==> config.mk <==
export PLATFORM = sky130hd
export DESIGN_NAME = mulalu
export DESIGN_NICKNAME = d
export VERILOG_FILES = /design/src/rtl/mulalu_pkg.sv /design/src/rtl/mulalu_div.sv /design/src/rtl/mulalu.sv
export SDC_FILE = /design/constraint.sdc
export NUM_CORES = 2
export LEC_CHECK = 0
export BUFFER_PORTS_ARGS = -buffer_cell sky130_fd_sc_hd__clkbuf_2
export CORE_ASPECT_RATIO = 1.4
export CORE_MARGIN = 1.5
export CORE_UTILIZATION = 55
export DETAILED_ROUTE_END_ITERATION = 6
export GPL_ROUTABILITY_DRIVEN = 0
export PLACE_DENSITY = 0.77
export SKIP_CTS_REPAIR_TIMING = 1
export SYNTH_ARGS = -nofsm -noshare
export SYNTH_HDL_FRONTEND = slang
export SYNTH_SLANG_ARGS = --single-unit
==> constraint.sdc <==
create_clock -name clk -period 6.9 [get_ports clk]
set_clock_uncertainty 0.1 [all_clocks]
set_input_delay 1.035 -clock clk [delete_from_list [all_inputs] [get_ports clk]]
set_output_delay 1.035 -clock clk [all_outputs]
set_load 0.02 [all_outputs]
==> src/rtl/mulalu_pkg.sv <==
// Shared encodings for the EX-stage multiply/divide unit.
package mulalu_pkg;

  localparam int W_DATA   = 32;
  localparam int W_FUNC   = 5;
  localparam int DIV_ITER = 32;

  localparam logic [W_FUNC-1:0] FUNC_IDLE = 5'b00000;
  localparam logic [W_FUNC-1:0] FUNC_MUL  = 5'b11000;
  localparam logic [W_FUNC-1:0] FUNC_DIV  = 5'b11010;

  typedef enum logic [1:0] {
    MDU_IDLE = 2'd0,
    MDU_MUL  = 2'd1,
    MDU_DIV  = 2'd2,
    MDU_DONE = 2'd3
  } mdu_state_e;

endpackage

==> src/rtl/mulalu_div.sv <==
// Unsigned radix-2 restoring divider. The first quotient bit is resolved
// on the start edge, so 32 bits are ready DIV_ITER cycles after start and
// busy is already low in the last DIV-state cycle of the parent.
module mulalu_div
  import mulalu_pkg::*;
#(
  parameter int DATA_W = 32
) (
  input  logic              clk,
  input  logic              rst,
  input  logic              kill,
  input  logic              start,
  input  logic [DATA_W-1:0] dividend,
  input  logic [DATA_W-1:0] divisor,
  output logic              busy,
  output logic [DATA_W-1:0] quotient,
  output logic [DATA_W-1:0] remainder
);

  logic [DATA_W-1:0] rem, quo, dsr;
  logic [4:0]        cnt;
  logic              running;

  logic [DATA_W-1:0] src_rem, src_quo, src_dsr;
  logic [DATA_W:0]   shifted;
  logic              ge;
  logic [DATA_W-1:0] nrem, nquo;

  // One restoring step; on start it works on the fresh operands.
  always_comb begin
    src_rem = start ? '0 : rem;
    src_quo = start ? dividend : quo;
    src_dsr = start ? divisor : dsr;
    shifted = {src_rem, src_quo[DATA_W-1]};
    ge      = shifted >= {1'b0, src_dsr};
    // Result of the subtraction is below the divisor, so it fits DATA_W bits.
    nrem    = ge ? (shifted[DATA_W-1:0] - src_dsr) : shifted[DATA_W-1:0];
    nquo    = {src_quo[DATA_W-2:0], ge};
  end

  // Iteration register: quotient bits shift in behind the dividend.
  always_ff @(posedge clk) begin
    if (rst) begin
      rem     <= '0;
      quo     <= '0;
      dsr     <= '0;
      cnt     <= '0;
      running <= 1'b0;
    end else if (kill) begin
      cnt     <= '0;
      running <= 1'b0;
    end else if (start) begin
      rem     <= nrem;
      quo     <= nquo;
      dsr     <= divisor;
      cnt     <= 5'd1;
      running <= 1'b1;
    end else if (running) begin
      rem <= nrem;
      quo <= nquo;
      cnt <= cnt + 5'd1;
      if (cnt == 5'(DIV_ITER - 1)) running <= 1'b0;
    end
  end

  assign busy      = running;
  assign quotient  = quo;
  assign remainder = rem;

endmodule

==> src/rtl/mulalu.sv <==
// EX-stage multiply/divide unit: stalls the pipe while busy, then writes
// the sign-fixed 64-bit result into HI/LO with one-cycle strobes.
module mulalu
  import mulalu_pkg::*;
#(
  parameter int DATA_W = 32
) (
  input  logic              clk,
  input  logic              rst,
  input  logic              flush,
  input  logic [W_FUNC-1:0] func,
  input  logic              sign,
  input  logic [DATA_W-1:0] source_a,
  input  logic [DATA_W-1:0] source_b,
  output logic              stall,
  output logic              hi_write,
  output logic [DATA_W-1:0] hi_write_data,
  output logic              lo_write,
  output logic [DATA_W-1:0] lo_write_data
);

  localparam int PW = 2 * DATA_W;

  mdu_state_e state, state_nxt;

  logic              start, is_mul, is_div_op;
  logic [DATA_W-1:0] mag_a, mag_b;
  logic [DATA_W-1:0] a_mag, b_mag;
  logic              neg_q, neg_r, is_div;
  logic [PW-1:0]     prod, prod_fix;
  logic [DATA_W-1:0] fix_hi, fix_lo;
  logic [DATA_W-1:0] hold_hi, hold_lo;
  logic              div_busy;
  logic [DATA_W-1:0] div_q, div_r;

  assign is_mul    = (func == FUNC_MUL);
  assign is_div_op = (func == FUNC_DIV);
  assign start     = (state == MDU_IDLE) & ~flush & (is_mul | is_div_op);

  // Operand magnitudes; unsigned ops pass operands through untouched.
  always_comb begin
    mag_a = (sign & source_a[DATA_W-1]) ? -source_a : source_a;
    mag_b = (sign & source_b[DATA_W-1]) ? -source_b : source_b;
  end

  mulalu_div #(.DATA_W(DATA_W)) u_div (
    .clk       (clk),
    .rst       (rst),
    .kill      (flush),
    .start     (start & is_div_op),
    .dividend  (mag_a),
    .divisor   (mag_b),
    .busy      (div_busy),
    .quotient  (div_q),
    .remainder (div_r)
  );

  // State register.
  always_ff @(posedge clk) begin
    if (rst) state <= MDU_IDLE;
    else     state <= state_nxt;
  end

  // Next state; flush wins over start and DONE.
  always_comb begin
    state_nxt = state;
    case (state)
      MDU_IDLE: if (start) state_nxt = is_div_op ? MDU_DIV : MDU_MUL;
      MDU_MUL:  state_nxt = MDU_DONE;
      MDU_DIV:  if (!div_busy) state_nxt = MDU_DONE;
      MDU_DONE: state_nxt = MDU_IDLE;
      default:  state_nxt = MDU_IDLE;
    endcase
    if (flush) state_nxt = MDU_IDLE;
  end

  // Operand latch, magnitude product, and last-written result hold.
  always_ff @(posedge clk) begin
    if (rst) begin
      a_mag   <= '0;
      b_mag   <= '0;
      neg_q   <= 1'b0;
      neg_r   <= 1'b0;
      is_div  <= 1'b0;
      prod    <= '0;
      hold_hi <= '0;
      hold_lo <= '0;
    end else begin
      if (start) begin
        a_mag  <= mag_a;
        b_mag  <= mag_b;
        neg_q  <= sign & (source_a[DATA_W-1] ^ source_b[DATA_W-1]);
        neg_r  <= sign & source_a[DATA_W-1];
        is_div <= is_div_op;
      end
      if (state == MDU_MUL)
        prod <= {{DATA_W{1'b0}}, a_mag} * {{DATA_W{1'b0}}, b_mag};
      if (state == MDU_DONE && !flush) begin
        hold_hi <= fix_hi;
        hold_lo <= fix_lo;
      end
    end
  end

  // Sign fixup of the finished magnitude result.
  always_comb begin
    prod_fix = neg_q ? -prod : prod;
    if (is_div) begin
      fix_hi = neg_r ? -div_r : div_r;
      fix_lo = neg_q ? -div_q : div_q;
    end else begin
      fix_hi = prod_fix[PW-1:DATA_W];
      fix_lo = prod_fix[DATA_W-1:0];
    end
  end

  // Outputs: stall while working, strobes only in an unflushed DONE.
  always_comb begin
    stall         = ~flush & (start | (state == MDU_MUL) | (state == MDU_DIV));
    hi_write      = (state == MDU_DONE) & ~flush & ~rst;
    lo_write      = hi_write;
    hi_write_data = hold_hi;
    lo_write_data = hold_lo;
    if ((state == MDU_DONE) && !rst) begin
      hi_write_data = fix_hi;
      lo_write_data = fix_lo;
    end
  end

endmodule

==> impl_metrics.env <==
export IMPL_fillCellCount=7068
export IMPL_nets=7662
export IMPL_relSlewSlack_pct=23.3
export IMPL_synth_edff_count=0
export IMPL_grt_max_degree=91
export IMPL_numClockSinks=299
export IMPL_worst_slew_pin_slew_ps=1150
export IMPL_max_cap_viol_count=0
export IMPL_synth_flop_cell="dfxtp_1"
export IMPL_htreeDepth=1
export IMPL_dieWidth_um=262
export IMPL_drcViolationCount=0
export IMPL_num_io_pins=140
export IMPL_maxSlewViolCount=0
export IMPL_synth_top_cell_area_share_pct=34.9
export IMPL_p_leak_nw=28.3
export IMPL_yosysSeqAreaShare_pct=11.6
export IMPL_total_power_mw=4.23
export IMPL_core_region_area_um2=92700
export IMPL_powerDensity_nw_per_um2=71.2
export IMPL_setup_viol=40
export IMPL_synth_async_reset_ratio_pct=0
export IMPL_grt_pass1_wl_mm=244
export IMPL_crit_path_end_kind="flip-flop"
export IMPL_fin_crit_ps=7720
export IMPL_clkSlewWorstSetupHoldPaths_ps=70
export IMPL_via_count=45100
export IMPL_path_class="flip-flop to flip-flop"
export IMPL_worst_path_max_fanout=5
export IMPL_post_route_cells_drive_above_1_share_pct=15.8
export IMPL_clockBufferDepth=3
export IMPL_wirelength_mm=162
export IMPL_regArea_um2=6110
export IMPL_grt_overflow=0
export IMPL_routed_via_density=5.92
export IMPL_cts_root_buffer="clkbuf_16"
export IMPL_route_detailed_wl_per_inst_um=21.2
export IMPL_synth_largest_area_cell="fa_1"
export IMPL_firstDrtPassIters=6
export IMPL_status="complete, but fails checks"
export IMPL_drt_iter0_drc=3449
export IMPL_initial_utilization_pct=55.6
export IMPL_post_route_period_util_pct=112
export IMPL_yosys_warnings=0
export IMPL_netlist_area_um2=51500
export IMPL_antenna_found_initial=2
export IMPL_avgSynthCellArea_um2=8.46
export IMPL_pre_cts_ws_ps=-857
export IMPL_antenna_left=0
export IMPL_holdWs_ps=354
export IMPL_ys_ff_latch=299
export IMPL_crit_required_ps=7300
export IMPL_numPortBuffers=139
export IMPL_instances_no_fill=7616
export IMPL_clk_latency_ps=620
export IMPL_min_path_type="flip-flop to flip-flop"
export IMPL_multi_input_area_um2=41900
export IMPL_worstPathArrival_ps=8120
export IMPL_cts_tree="built"
export IMPL_hold_violations=0
export IMPL_dpl_cell_count=7507
export IMPL_ir_worst_vdd_mv=0.222
export IMPL_synth_cell_types=84
export IMPL_violations="negative setup slack"
export IMPL_synth_cells=6093
export IMPL_final_cell_mix="inv_1, fa_1, nand2_1"
export IMPL_rsz0062_at_grt="yes"
export IMPL_layout_commonest_cell="inv_1"
export IMPL_detailedPlacementHpwl_mm=127
export IMPL_grt_pass1_vias=46600
export IMPL_worst_slack_ps=-821
export IMPL_cts_made_buffers=30
export IMPL_ys_top_cells_by_area="fa_1, dfxtp_1, and2_1, ha_1, inv_1"
export IMPL_die_area_um2=95600
export IMPL_areaGrowthSynthToFinish_pct=15.3
export IMPL_rows=132
export IMPL_cp_start_kind="flip-flop"
export IMPL_synth_fp_nets=7370
export IMPL_max_freq_mhz=130
export IMPL_die_h_um=365
export IMPL_grt_usage_pct=32.6
## per-layer routing
layer  wire length (µm)  vias up  global-route usage, %
met4              14500        0                   20.9
met2              78800     2333                   56.7
met5                  0        -                      0
met1              55400    22200                   37.3
li1                   -    19800                      -
met3              12700      821                   4.47
## path summary, 6_finish.rpt
| check | startpoint | endpoint | slack, ps | depth (start not counted) |
|---|---|---|---|---|
| setup / recovery | a_mag[20] | prod[58] | -820 | 26 |
| hold / removal | hold_lo[3] | hold_lo[3] | 350 | 2 |
| setup reg to reg | a_mag[20] | prod[58] | -820 | 26 |
| hold reg to reg | hold_lo[3] | hold_lo[3] | 350 | 2 |
## sequential cells by signal, summed over array words and instances, names as in the netlist
signal,flops
neg_r,1
u_div.quotient,32
a_mag,32
u_div.remainder,32
u_div.busy,1
is_div,1
hold_hi,32
neg_q,1
state,2
hold_lo,32
b_mag,32
u_div.dsr,32
prod,64
u_div.cnt,5
## critical path: stages, from the launching register on
cell       delay, ps
dfxtp_4          400
buf_12           160
and2_1           170
fa_1             510
inv_1             50
fa_1             460
fa_1             540
fa_1             550
inv_1             50
fa_1             520
fa_1             470
fa_1             510
inv_1             60
fa_1             520
inv_1             80
ha_4             270
buf_4            130
and2_4           150
nand3_1          150
nand2b_1         130
a21oi_1          100
a2111o_1         470
a2111oi_4        370
buf_4            200
nor2_4            40
o211a_1          200
a211o_1          220
## cells in the mapped netlist (all sizes together) (20+ instances only)
cell,count
xnor2,119
a211oi,128
a21oi,234
o41ai,23
or4,25
ha,307
inv,904
a21o,61
xor2,117
dfxtp,299
clkbuf,364
nand2,728
mux2i,67
nand4,37
nand2b,20
buf,25
o31ai,46
nand3,59
o21ai,246
and2,674
fa,897
nor2,367
nor3,60
nor4,22
or3,37
## kinds of logic (layout without fill, tap and decap cells)
group | count (synthesis) | in the layout | share of synthesized area (%)
xor+xnor | 236 | 236 | 4.01
simple gates | 2095 | 2095 | 20.1
other cells | 0 | 3 | 0
buf+inv | 1294 | 1608 | 9.46
flops | 299 | 299 | 11.6
mux | 82 | 82 | 1.65
compound gates | 883 | 883 | 10.8
fa+ha+maj | 1204 | 1204 | 42.3
## through the flow
| step | TNS [ps] | util (%) | area (µm²) |
|---|---|---|---|
| 6_report | -17040 | 64.1 | 59400 |
| 5_1_grt | -24960 | 64.1 | 59400 |
| 4_1_cts | -22990 | 62.1 | 57500 |
| 3_5_place_dp | -20230 | 61.0 | 56600 |
| 3_3_place_gp | -17140 | 61.0 | 56600 |
| 2_1_floorplan | -1330 | - | 52200 |
## final cells by class
type                    instances  area share (%)
diodes                          3          0.0126
flip-flops and latches        299            10.3
well taps                    1206            2.54
repair buffers                649            9.35
inverters                     905            5.72
clock buffers                  40            1.41
clock inverters                14           0.198
multi-input cells            4500            70.5
## where the power goes
part           internal [mW]  switching [mW]  leakage (nW)  total [mW]
sequential              1.73          0.0271          2.44        1.76
combinational          0.280           0.478          25.3       0.758
clock                  0.898           0.815         0.479        1.71
Note: power is estimated with default switching activity, not from simulation.
